--- src/rtl/mips_debug_pkg.sv ---
// Shared constants and loader state encoding for the MIPS debug/loader path.
package mips_debug_pkg;

  // Host command bytes
  localparam logic [7:0] CMD_CONT   = 8'h43;  // 'C'
  localparam logic [7:0] CMD_STEP   = 8'h53;  // 'S'
  localparam logic [7:0] CMD_NEXT   = 8'h4E;  // 'N'
  localparam logic [7:0] CMD_RELOAD = 8'h52;  // 'R'

  // Writing this word ends the program image
  localparam logic [31:0] HALT_WORD = 32'hFFFF_FFFF;

  typedef enum logic [1:0] {
    ST_LOAD     = 2'd0,
    ST_MODE     = 2'd1,
    ST_RUN_CONT = 2'd2,
    ST_RUN_STEP = 2'd3
  } loader_state_e;

endpackage

--- src/rtl/byte_word_assembler.sv ---
// Packs a byte stream, MSB first, into LEN-bit words. word_valid_o is
// combinational and high while the last byte of a word is on byte_i.
module byte_word_assembler #(
  parameter int LEN     = 32,
  parameter int NB_BYTE = 8
) (
  input  logic               i_clk,
  input  logic               i_rst,
  input  logic               clear_i,
  input  logic [NB_BYTE-1:0] byte_i,
  input  logic               valid_i,
  output logic               word_valid_o,
  output logic [LEN-1:0]     word_o
);

  // Only the bytes before the last one need storage; the last is taken live.
  logic [1:0]             cnt_q, cnt_d;
  logic [LEN-NB_BYTE-1:0] shift_q, shift_d;

  // Byte counter and shift register update
  always_comb begin
    cnt_d   = cnt_q;
    shift_d = shift_q;
    if (clear_i) begin
      cnt_d = '0;
    end else if (valid_i) begin
      cnt_d   = cnt_q + 2'd1;
      shift_d = {shift_q[LEN-2*NB_BYTE-1:0], byte_i};
    end
  end

  // State registers, synchronous active-low reset
  always_ff @(posedge i_clk) begin
    if (!i_rst) begin
      cnt_q   <= '0;
      shift_q <= '0;
    end else begin
      cnt_q   <= cnt_d;
      shift_q <= shift_d;
    end
  end

  assign word_valid_o = valid_i && !clear_i && (cnt_q == 2'd3);
  assign word_o       = {shift_q, byte_i};

endmodule

--- src/rtl/mips_program_loader.sv ---
// Host-side loader: assembles UART bytes into instruction words, preloads
// program memory until the halt word, then runs the CPU under byte commands.
//
//   state       | meaning
//   ST_LOAD     | CPU in reset, collecting words into program memory
//   ST_MODE     | image loaded, CPU in reset, waiting for C/S/R
//   ST_RUN_CONT | CPU running freely
//   ST_RUN_STEP | CPU clocked by o_step, one pulse per 'N'
module mips_program_loader
  import mips_debug_pkg::*;
#(
  parameter int LEN               = 32,
  parameter int NB_BYTE           = 8,
  parameter int RAM_DEPTH_PROGRAM = 32
) (
  input  logic               i_clk,
  input  logic               i_rst,
  input  logic [NB_BYTE-1:0] i_rx_data,
  input  logic               i_rx_valid,
  output logic               o_preload_flag,
  output logic [LEN-1:0]     o_preload_address,
  output logic [LEN-1:0]     o_preload_instruction,
  output logic               o_cpu_rst,
  output logic               o_step_mode_flag,
  output logic               o_step,
  output logic               o_overflow
);

  localparam logic [LEN-1:0] LAST_ADDR = LEN'(RAM_DEPTH_PROGRAM - 1);

  loader_state_e  state_q, state_d;
  logic [LEN-1:0] next_addr_q, next_addr_d;
  logic [LEN-1:0] addr_q, addr_d;
  logic [LEN-1:0] instr_q, instr_d;
  logic           flag_q, flag_d;
  logic           cpu_rst_q, cpu_rst_d;
  logic           step_mode_q, step_mode_d;
  logic           step_q, step_d;
  logic           ovf_q, ovf_d;

  logic           asm_clear;
  logic           asm_valid;
  logic           word_valid;
  logic [LEN-1:0] word;
  logic           reload_req;

  // Bytes only feed the assembler while loading; commands never do.
  assign asm_valid = i_rx_valid && (state_q == ST_LOAD);

  byte_word_assembler #(
    .LEN     (LEN),
    .NB_BYTE (NB_BYTE)
  ) u_asm (
    .i_clk        (i_clk),
    .i_rst        (i_rst),
    .clear_i      (asm_clear),
    .byte_i       (i_rx_data),
    .valid_i      (asm_valid),
    .word_valid_o (word_valid),
    .word_o       (word)
  );

  // Next-state and registered-output decode
  always_comb begin
    state_d     = state_q;
    next_addr_d = next_addr_q;
    addr_d      = addr_q;
    instr_d     = instr_q;
    flag_d      = 1'b0;
    step_d      = 1'b0;
    ovf_d       = ovf_q;
    asm_clear   = 1'b0;
    reload_req  = 1'b0;

    case (state_q)
      ST_LOAD: begin
        if (word_valid) begin
          flag_d      = 1'b1;
          addr_d      = next_addr_q;
          instr_d     = word;
          next_addr_d = next_addr_q + LEN'(1);
          if (word == LEN'(HALT_WORD)) begin
            state_d = ST_MODE;
          end else if (next_addr_q == LAST_ADDR) begin
            ovf_d   = 1'b1;
            state_d = ST_MODE;
          end
        end
      end
      ST_MODE: begin
        if (i_rx_valid) begin
          case (i_rx_data)
            CMD_CONT:   state_d    = ST_RUN_CONT;
            CMD_STEP:   state_d    = ST_RUN_STEP;
            CMD_RELOAD: reload_req = 1'b1;
            default:    ;
          endcase
        end
      end
      ST_RUN_CONT: begin
        if (i_rx_valid) begin
          case (i_rx_data)
            CMD_STEP:   state_d    = ST_RUN_STEP;
            CMD_RELOAD: reload_req = 1'b1;
            default:    ;
          endcase
        end
      end
      ST_RUN_STEP: begin
        if (i_rx_valid) begin
          case (i_rx_data)
            CMD_CONT:   state_d    = ST_RUN_CONT;
            CMD_NEXT:   step_d     = 1'b1;
            CMD_RELOAD: reload_req = 1'b1;
            default:    ;
          endcase
        end
      end
      default: state_d = ST_LOAD;
    endcase

    // Entering LOAD restarts the image from address 0
    if (reload_req) begin
      state_d     = ST_LOAD;
      next_addr_d = '0;
      addr_d      = '0;
      ovf_d       = 1'b0;
      asm_clear   = 1'b1;
    end

    // CPU control follows the state being entered, so it changes one cycle
    // after the command strobe. o_step only arises inside RUN_STEP, where
    // o_cpu_rst is already 1.
    cpu_rst_d   = (state_d == ST_RUN_CONT) || (state_d == ST_RUN_STEP);
    step_mode_d = (state_d == ST_RUN_STEP);
  end

  // State and output registers, synchronous active-low reset
  always_ff @(posedge i_clk) begin
    if (!i_rst) begin
      state_q     <= ST_LOAD;
      next_addr_q <= '0;
      addr_q      <= '0;
      instr_q     <= '0;
      flag_q      <= 1'b0;
      cpu_rst_q   <= 1'b0;
      step_mode_q <= 1'b0;
      step_q      <= 1'b0;
      ovf_q       <= 1'b0;
    end else begin
      state_q     <= state_d;
      next_addr_q <= next_addr_d;
      addr_q      <= addr_d;
      instr_q     <= instr_d;
      flag_q      <= flag_d;
      cpu_rst_q   <= cpu_rst_d;
      step_mode_q <= step_mode_d;
      step_q      <= step_d;
      ovf_q       <= ovf_d;
    end
  end

  assign o_preload_flag        = flag_q;
  assign o_preload_address     = addr_q;
  assign o_preload_instruction = instr_q;
  assign o_cpu_rst             = cpu_rst_q;
  assign o_step_mode_flag      = step_mode_q;
  assign o_step                = step_q;
  assign o_overflow            = ovf_q;

endmodule

--- config.mk ---
export PLATFORM = sky130hd
export DESIGN_NAME = mips_program_loader
export DESIGN_NICKNAME = d
export VERILOG_FILES = /design/src/rtl/mips_debug_pkg.sv /design/src/rtl/byte_word_assembler.sv /design/src/rtl/mips_program_loader.sv
export SDC_FILE = /design/constraint.sdc
export NUM_CORES = 1
export LEC_CHECK = 0
export CORE_MARGIN = 8
export CORE_UTILIZATION = 57
export DETAILED_ROUTE_END_ITERATION = 12
export PLACE_DENSITY = 0.95
export SKIP_LAST_GASP = 1
export SLEW_MARGIN = 5
export SYNTH_ARGS = -nofsm -noshare
export SYNTH_HDL_FRONTEND = slang
export SYNTH_SLANG_ARGS = --single-unit
--- constraint.sdc ---
create_clock -name i_clk -period 6.08 [get_ports i_clk]
set_input_delay 1.52 -clock i_clk [delete_from_list [all_inputs] [get_ports i_clk]]
set_output_delay 1.52 -clock i_clk [all_outputs]
set_load 0.03 [all_outputs]
==> results_dict.tcl, run 1 <==
set metrics [dict create \
    cts.sinks 129 \
    setup_tns_ps 0 \
    start_kind "input pin" \
    timing.fmax_mhz 257 \
    hold_violations 0 \
    worst_slack_ps 2190 \
    netlist_top_cells_area "dfxtp_1, nand2_1, a21boi_0" \
    yosysUniqueCellTypes 35 \
    ir_worst_vdd_uv 220 \
    grt_pass1_wl_um 23400 \
    die_y_um 111 \
    numPortBuffers 79 \
    power_density_nw_per_um2 297 \
    yosysSeqAreaShare_pct 50.6 \
    synth.top_cell.area_share_pct 50.6 \
    wirelength_um 14200 \
    finalCritPeriodShare_pct 64.0 \
    muxShareOfSynthArea_pct 0 \
    wl_per_cell_um 17.6 \
    gp_congestion 0.830 \
    postPlaceCellArea_um2 5930 \
    cp-end-kind "flop" \
    synth_common_cells "nand2_1, dfxtp_1, a21boi_0, a21oi_1, nor2_1" \
    n_antenna_cell 0 \
    ant_nets 0 \
    path_class "input pin to flop" \
    r2r-end "next_addr_q[31]" \
    grt_max_degree 71 \
    cts_tree "yes" \
    fin_skew_ps 6.24 \
    synth_nets 636 \
    io_pins 80 \
    drc 0 \
    critPathRequiredTime_ps 6480 \
    hold_path_class "flop to flop" \
    synth_ff_type "dfxtp_1" \
    cp_max_fo 39 \
    grt.overflow.total 0 \
    hold_start "o_preload_address[16]" \
    cts_resized 0 \
    drtIter0Drc 438 \
    min_period_ps 3890 \
    tightest_slew_ps 1170 \
    synth_compound_area_share_pct 13.9 \
    slew_violations 0 \
    clockRootBuffer "clkbuf_8" \
    via_per_inst 5.95 \
    max-cap-violations 0 \
    cts_setup_buffers 0 \
    area_growth_pct 27.8 \
    outcome "completed" \
    power_leakage_nw 2.11 \
    clk_latency_ps 530 \
    place_ws_ps 1790 \
    finalSetupViolCount 0 \
    cts_htree_levels 4 \
    num_vias 4801 \
    synth_xor_area_share_pct 4.46 \
    synthCells 623 \
    reg2reg_slack_ps 3260 \
    rsz0062_at_grt "false" \
    numCtsBuffers 17 \
    ys_seq_elements 129 \
    p_total_mw 1.94 \
    clk_pin_slew_ps 60 \
    yosysMostFrequentCell "nand2_1" \
    crit_arrival_ps 4290 \
    cts_max_path_buffers 2 \
    antenna_found_initial 0 \
    slew_headroom_pct 21.4 \
    nets 700 \
    synthArstFlopShare_pct 0 \
    hold_path_depth 2 \
    hold_path_end "o_preload_address[16]" \
    std_cell_rows 34 \
    rr_worst_depth 7 \
    rr_startpoint "u_asm.cnt_q[0]" \
    grt_pass1_vias 4767 \
    yosys_warnings 0 \
    dr.pass1.iters 5 \
    synthAdderAreaFrac_pct 0.490 \
    grt_use_total_pct 22.8 \
    drive_gt1_share_pct 6.15 \
    synth_area_um2 5100 \
    synthSimpleGateAreaFrac_pct 27.0 \
    syn_area_per_cell_um2 8.19 \
    die_w_um 111 \
    dpl.hpwl_um 8300 \
    synth_area_leader_cell "dfxtp_1" \
    synth_edf_count 0 \
    synth_top_family_by_area "simple AND/OR/NAND/NOR gates" \
    start_util_pct 58.5 \
    core-area_um2 8720 \
    cts.hold.buffers_added 0 \
    die-area_um2 12200 \
    fin_area_um2 6520 \
]
[power by group]
part,total [mW],leakage [nW],internal [mW],switching [mW]
combinational,0.0554,0.774,0.0196,0.0358
sequential,0.862,1.04,0.853,0.00837
clock,1.02,0.291,0.646,0.375
[metrics by stage]
stage | hold WS, ps | std cells | util, %
after floorplan | 440 | 623 | -
after global routing | 476 | 807 | 74.8
after detailed placement | 450 | 776 | 68.0
after global placement | 446 | 776 | 68.0
after CTS | 458 | 807 | 74.8
final | 455 | 807 | 74.8
[how the worst max path moves through the flow]
stage	slack [ps]	endpoint	from
global placement	1900	next_addr_q[2]	i_rx_data[6]
global route	1950	next_addr_q[18]	i_rx_data[6]
finish	2190	o_preload_address[18]	i_rx_data[6]
floorplan	3050	next_addr_q[31]	i_rx_valid
CTS	2240	o_preload_address[18]	i_rx_data[6]
detailed placement	1790	o_preload_address[18]	i_rx_data[6]
[area by class of cell]
type	instances	area [µm²]
clock buffer	19	442
tap	108	135
timing repair buffer	83	821
fill	520	2200
inverter	8	30.0
clock inverter	12	155
multi-input combinational	448	2360
sequential	129	2580
[critical path, cell delays in order]
cell and delay (ps):
clkdlybuf4s50_1 550, nor4bb_1 530, nand3b_1 320, o21ai_4 820
buf_4 450, a21oi_1 90
[registers in the layout, summed over array words and instances (netlist names)]
register / flops
next_addr_q: 32
o_preload_address: 32
o_preload_instruction: 32
u_asm.shift_q: 24
state_q: 2
u_asm.cnt_q: 2
o_cpu_rst: 1
o_overflow: 1
o_preload_flag: 1
o_step: 1
o_step_mode_flag: 1
[per-layer routing]
layer	vias to the layer above	GRT usage [%]	part of all wire, %
met5	-	0	0
met4	0	14.0	4.2
met3	69	6.33	7.8
met2	265	37.2	49
met1	2236	25.8	39
li1	2231	-	-
[cell usage in the layout, fill, tap and decap left out, types with 10 or more instances in the layout]
| cell | netlist | final |
|---|---|---|
| clkdlybuf4s50_1 | 0 | 79 |
| nand2_1 | 191 | 190 |
| nor2_1 | 35 | 35 |
| nor3_1 | 10 | 10 |
| a21oi_1 | 43 | 43 |
| a21boi_0 | 56 | 56 |
| nor4_1 | 19 | 19 |
| nand4_1 | 19 | 19 |
| dfxtp_1 | 129 | 129 |
| xnor2_1 | 23 | 23 |
| clkbuf_16 | 0 | 16 |
| nand3_1 | 12 | 12 |
[cell families after synthesis]
logic type	count (synthesis)
fa+ha+maj	2
flops	129
xor+xnor	26
compound gates	111
simple gates	309
buf+inv	46
Power figures use the tool's default switching activity.
==> run 2: changes to the inputs <==
--- a/config.mk
+++ b/config.mk
@@ -6,9 +6,9 @@
 export NUM_CORES = 1
 export LEC_CHECK = 0
 export CORE_MARGIN = 8
-export CORE_UTILIZATION = 57
+export CORE_UTILIZATION = 48
 export DETAILED_ROUTE_END_ITERATION = 12
-export PLACE_DENSITY = 0.95
+export PLACE_DENSITY = 0.86
 export SKIP_LAST_GASP = 1
 export SLEW_MARGIN = 5
 export SYNTH_ARGS = -nofsm -noshare
==> constraint.sdc (replaced) <==
create_clock -name i_clk -period 3.2 [get_ports i_clk]
set_input_delay 0.8 -clock i_clk [delete_from_list [all_inputs] [get_ports i_clk]]
set_output_delay 0.8 -clock i_clk [all_outputs]
set_load 0.03 [all_outputs]
==> results_dict.tcl, run 2 (synthesis results as in run 1) <==
set metrics [dict create \
    hold_path_class "flop to flop" \
    cts_tree "yes" \
    drive_gt1_share_pct 6.68 \
    cp-end-kind "flop" \
    multi_input_area_um2 2360 \
    outcome "completed" \
    power_leakage_nw 2.14 \
    dpl.hpwl_um 8470 \
    die_y_um 119 \
    drc 0 \
    max-cap-violations 0 \
    die_w_um 119 \
    area_growth_pct 29.9 \
    fin_skew_ps 5.68 \
    numPortBuffers 79 \
    cts.sinks 129 \
    drtIter0Drc 323 \
    grt_use_total_pct 18.6 \
    ir_worst_vdd_uv 342 \
    antenna_found_initial 0 \
    met2_usage_pct 30.4 \
    fillers 803 \
    slew_headroom_pct 55.3 \
    critPathRequiredTime_ps 3660 \
    n_antenna_cell 0 \
    finish.utilization_pct 64.2 \
    slew_violations 0 \
    rsz0062_at_grt "false" \
    timing.fmax_mhz 409 \
    dr.pass1.iters 7 \
    cts_setup_buffers 0 \
    nets 705 \
    grt.overflow.total 0 \
    die-area_um2 14200 \
    finalSetupViolCount 0 \
    cts_max_path_buffers 2 \
    numCtsBuffers 17 \
    cts.hold.buffers_added 0 \
    grt_max_degree 69 \
    wl_per_cell_um 15.5 \
    grt_pass1_vias 4528 \
    clk_pin_slew_ps 60 \
    cts_resized 0 \
    final_common_cell "nand2_1" \
    wirelength_um 13000 \
    ant_nets 0 \
    cp_max_fo 6 \
    start_kind "input pin" \
    finalCritPeriodShare_pct 76.4 \
    tightest_slew_ps 670 \
    setup_tns_ps 0 \
    top_usage_layer "met2" \
    grt_pass1_wl_um 21900 \
    min_period_ps 2450 \
    core-area_um2 10300 \
    crit_arrival_ps 2910 \
    seqCellArea_um2 2580 \
    path_class "input pin to flop" \
    final_cell_mix "nand2_1, dfxtp_1, clkdlybuf4s50_1" \
    start_util_pct 49.4 \
    hold_violations 0 \
    gp_congestion 0.803 \
    via_per_inst 5.44 \
    std_cell_rows 37 \
    grtUsageMet3_pct 5.57 \
    num_vias 4573 \
    clk_latency_ps 530 \
    io_pins 80 \
    cts_htree_levels 4 \
    reg2reg_slack_ps 970 \
    clockRootBuffer "clkbuf_8" \
    use_met1_pct 21.9 \
    power_density_nw_per_um2 563 \
]
-- run 2: stage by stage --
stage / cells / power (mW) / cell area, µm² / hold WS, ps / worst slack (ps)
6_report: 840 / 3.73 / 6630 / 458 / 754
4_1_cts: 840 / 3.76 / 6630 / 459 / 777
2_1_floorplan: 623 / 1.73 / 5100 / 440 / 894
3_3_place_gp: 809 / 1.77 / 6010 / 445 / 356
5_1_grt: 840 / 3.83 / 6630 / 473 / 627
3_5_place_dp: 809 / 1.77 / 6010 / 449 / 292
-- run 2: final timing paths --
check                        start  cells past startpoint                    end
max                     i_rx_valid                      6       o_step_mode_flag
min          o_preload_address[23]                      2  o_preload_address[23]
max reg2reg         next_addr_q[6]                      6        next_addr_q[31]
min reg2reg  o_preload_address[23]                      2  o_preload_address[23]
-- run 2: final cells by class --
type,instances,share of cell area [%]
clock buffers,21,6.93
clock inverters,10,2.38
inverters,8,0.453
multi-input cells,448,35.6
flip-flops and latches,129,39.0
well taps,136,2.57
repair buffers,88,13.1
-- run 2: layer usage --
metal | routed length, µm | share of wire (%) | up-vias
met5 | 0 | 0 | -
met4 | 307 | 2.4 | 0
met3 | 843 | 6.5 | 32
met2 | 6270 | 48 | 169
met1 | 5600 | 43 | 2124
li1 | - | - | 2248
-- run 2: power breakdown --
group / internal [mW] / switching (mW)
combinational: 0.0401 / 0.0659
clock: 1.32 / 0.673
sequential: 1.62 / 0.0148
-- run 2: worst max-delay path, stage by stage --
cell	delay, ps
clkdlybuf4s50_1	600
nor3b_2	450
nand3_1	310
nor3_1	350
o21bai_1	210
o21a_1	180
==> run 3: changes to the inputs <==
==> constraint.sdc (replaced) <==
create_clock -name i_clk -period 2.1 [get_ports i_clk]
set_input_delay 0.525 -clock i_clk [delete_from_list [all_inputs] [get_ports i_clk]]
set_output_delay 0.525 -clock i_clk [all_outputs]
set_load 0.03 [all_outputs]
==> results_dict.tcl, run 3 (synthesis results as in run 1) <==
set metrics [dict create \
    outcome "completed" \
    p_seq_share_pct 44.8 \
    grt_max_degree 60 \
    critPathRequiredTime_ps 1570 \
    finalSetupViolCount 0 \
    cp-end-kind "primary output" \
    clk_pin_slew_ps 60 \
    min_period_ps 2070 \
    cts_htree_levels 4 \
    power_density_nw_per_um2 791 \
    path_buf_inv 1 \
    power_frac_comb_pct 3.6 \
    antenna_found_initial 0 \
    cp_slowest_stage_delay_ps 680 \
    final_cell_mix "nand2_1, dfxtp_1, a21boi_0" \
    rsz0062_at_grt "true" \
    start_kind "flop" \
    drc 0 \
    cts.hold.buffers_added 0 \
    drive_gt1_share_pct 11.8 \
    wirelength_um 14100 \
    core-area_um2 10300 \
    cts.sinks 129 \
    multi_input_area_um2 2360 \
    crit_arrival_ps 1540 \
    grt_use_total_pct 19.8 \
    dpl.hpwl_um 9020 \
    die-area_um2 14200 \
    numPortBuffers 79 \
    met3WireLength_um 898 \
    finalCritPeriodShare_pct 98.5 \
    seqCellArea_um2 2580 \
    clk_latency_ps 530 \
    num_vias 4787 \
    cp_max_fo 1 \
    highest_layer "met4" \
    grt.overflow.total 0 \
    die_w_um 119 \
    final_common_cell "nand2_1" \
    timing.fmax_mhz 483 \
    crit_path_cell_trace "clkdlybuf4s50_1" \
    slew_headroom_pct 72.5 \
    die_y_um 119 \
    crit_slowest_cell "clkdlybuf4s50_1" \
    slew_violations 0 \
    numCtsBuffers 17 \
    max-cap-violations 0 \
    place_ws_ps -371 \
    m1WireLength_um 6030 \
    gp_congestion 0.831 \
    tightest_slew_ps 409 \
    power_leakage_nw 3.25 \
    hold_path_class "flop to flop" \
    place_inst 844 \
    drtIter0Drc 278 \
    switching_share_pct 23.0 \
    path_class "flop to primary output" \
    pwr-share-clk_pct 51.7 \
    n_antenna_cell 0 \
    nets 740 \
    p_int_mw 4.29 \
    dr.pass1.iters 5 \
    hold_violations 0 \
    cts_max_path_buffers 2 \
    via_per_inst 5.46 \
    wl_per_cell_um 16.0 \
    grt_pass1_vias 4671 \
    ant_nets 0 \
    area_growth_pct 37.9 \
    grt_pass1_wl_um 23100 \
    fillers 734 \
    start_util_pct 49.4 \
    clockRootBuffer "clkbuf_8" \
    final_cells 876 \
    crit_cells 1 \
    io_pins 80 \
    worst_slack_ps 30.5 \
    power_switching_mw 1.28 \
    hold_path_depth 2 \
    std_cell_rows 37 \
    fin_skew_ps 5.17 \
    cts_tree "yes" \
    ir_worst_vdd_uv 446 \
    rr_worst_depth 5 \
    route.met2.wl_um 6770 \
    crit_family "buffers and inverters" \
]
## run 3: changes by cell type in the layout (fill, tap and decap cells not counted), sizes merged
| cell | change |
|---|---|
| buf | +35 |
| bufinv | -2 |
| clkbuf | -3 |
| clkdlybuf4s50 | -57 |
| clkinvlp | +1 |
| dlygate4sd2 | +10 |
| dlymetal6s2s | +47 |
| inv | +5 |
## run 3: power by group through the flow
stage                     clock, mW  sequential [mW]  combinational (mW)
final                          2.88             2.49               0.198
after global routing           3.01             2.49               0.212
after CTS                      2.89             2.49               0.196
after detailed placement          0             2.54               0.189
after global placement            0             2.54               0.184
after floorplan                   0             2.54              0.0923
## run 3: final cells by class
| class | count | share of cell area [%] |
|---|---|---|
| clock inverters | 14 | 2.17 |
| well taps | 136 | 2.42 |
| repair buffers | 123 | 18.7 |
| inverters | 8 | 0.427 |
| multi-input cells | 448 | 33.5 |
| flip-flops and latches | 129 | 36.7 |
| clock buffers | 18 | 6.08 |
## run 3: stage by stage
stage | hold slack (ps) | power (mW) | instance area, µm² | util [%] | TNS, ps
6_report | 449 | 5.57 | 7040 | 68.2 | 0
5_1_grt | 466 | 5.72 | 7040 | 68.2 | -30.8
4_1_cts | 456 | 5.58 | 6920 | 67.0 | 0
3_5_place_dp | 446 | 2.73 | 6350 | 61.5 | -30750
3_3_place_gp | 446 | 2.73 | 6350 | 61.5 | -24320
2_1_floorplan | 440 | 2.63 | 5100 | - | 0
## run 3: worst paths after layout
path                              start                    end  slack [ps]
hold reg to reg   o_preload_address[14]  o_preload_address[14]         450
setup / recovery                 o_step                 o_step          30
hold / removal    o_preload_address[14]  o_preload_address[14]         450
setup reg to reg         next_addr_q[7]        next_addr_q[31]          90
## run 3: what timing repair did
| item | 4_1_cts | 5_1_grt |
|---|---|---|
| setup buffers | 0 | 0 |
| gates resized for setup | 10 | 50 |
| endpoints found under the setup margin | 10 | 48 |
## run 3: per-layer routing
metal / GRT usage [%] / up-vias
li1: - / 2304
met1: 23.3 / 2258
met2: 32.8 / 185
met3: 6.33 / 40
met4: 8.30 / 0
met5: 0 / -
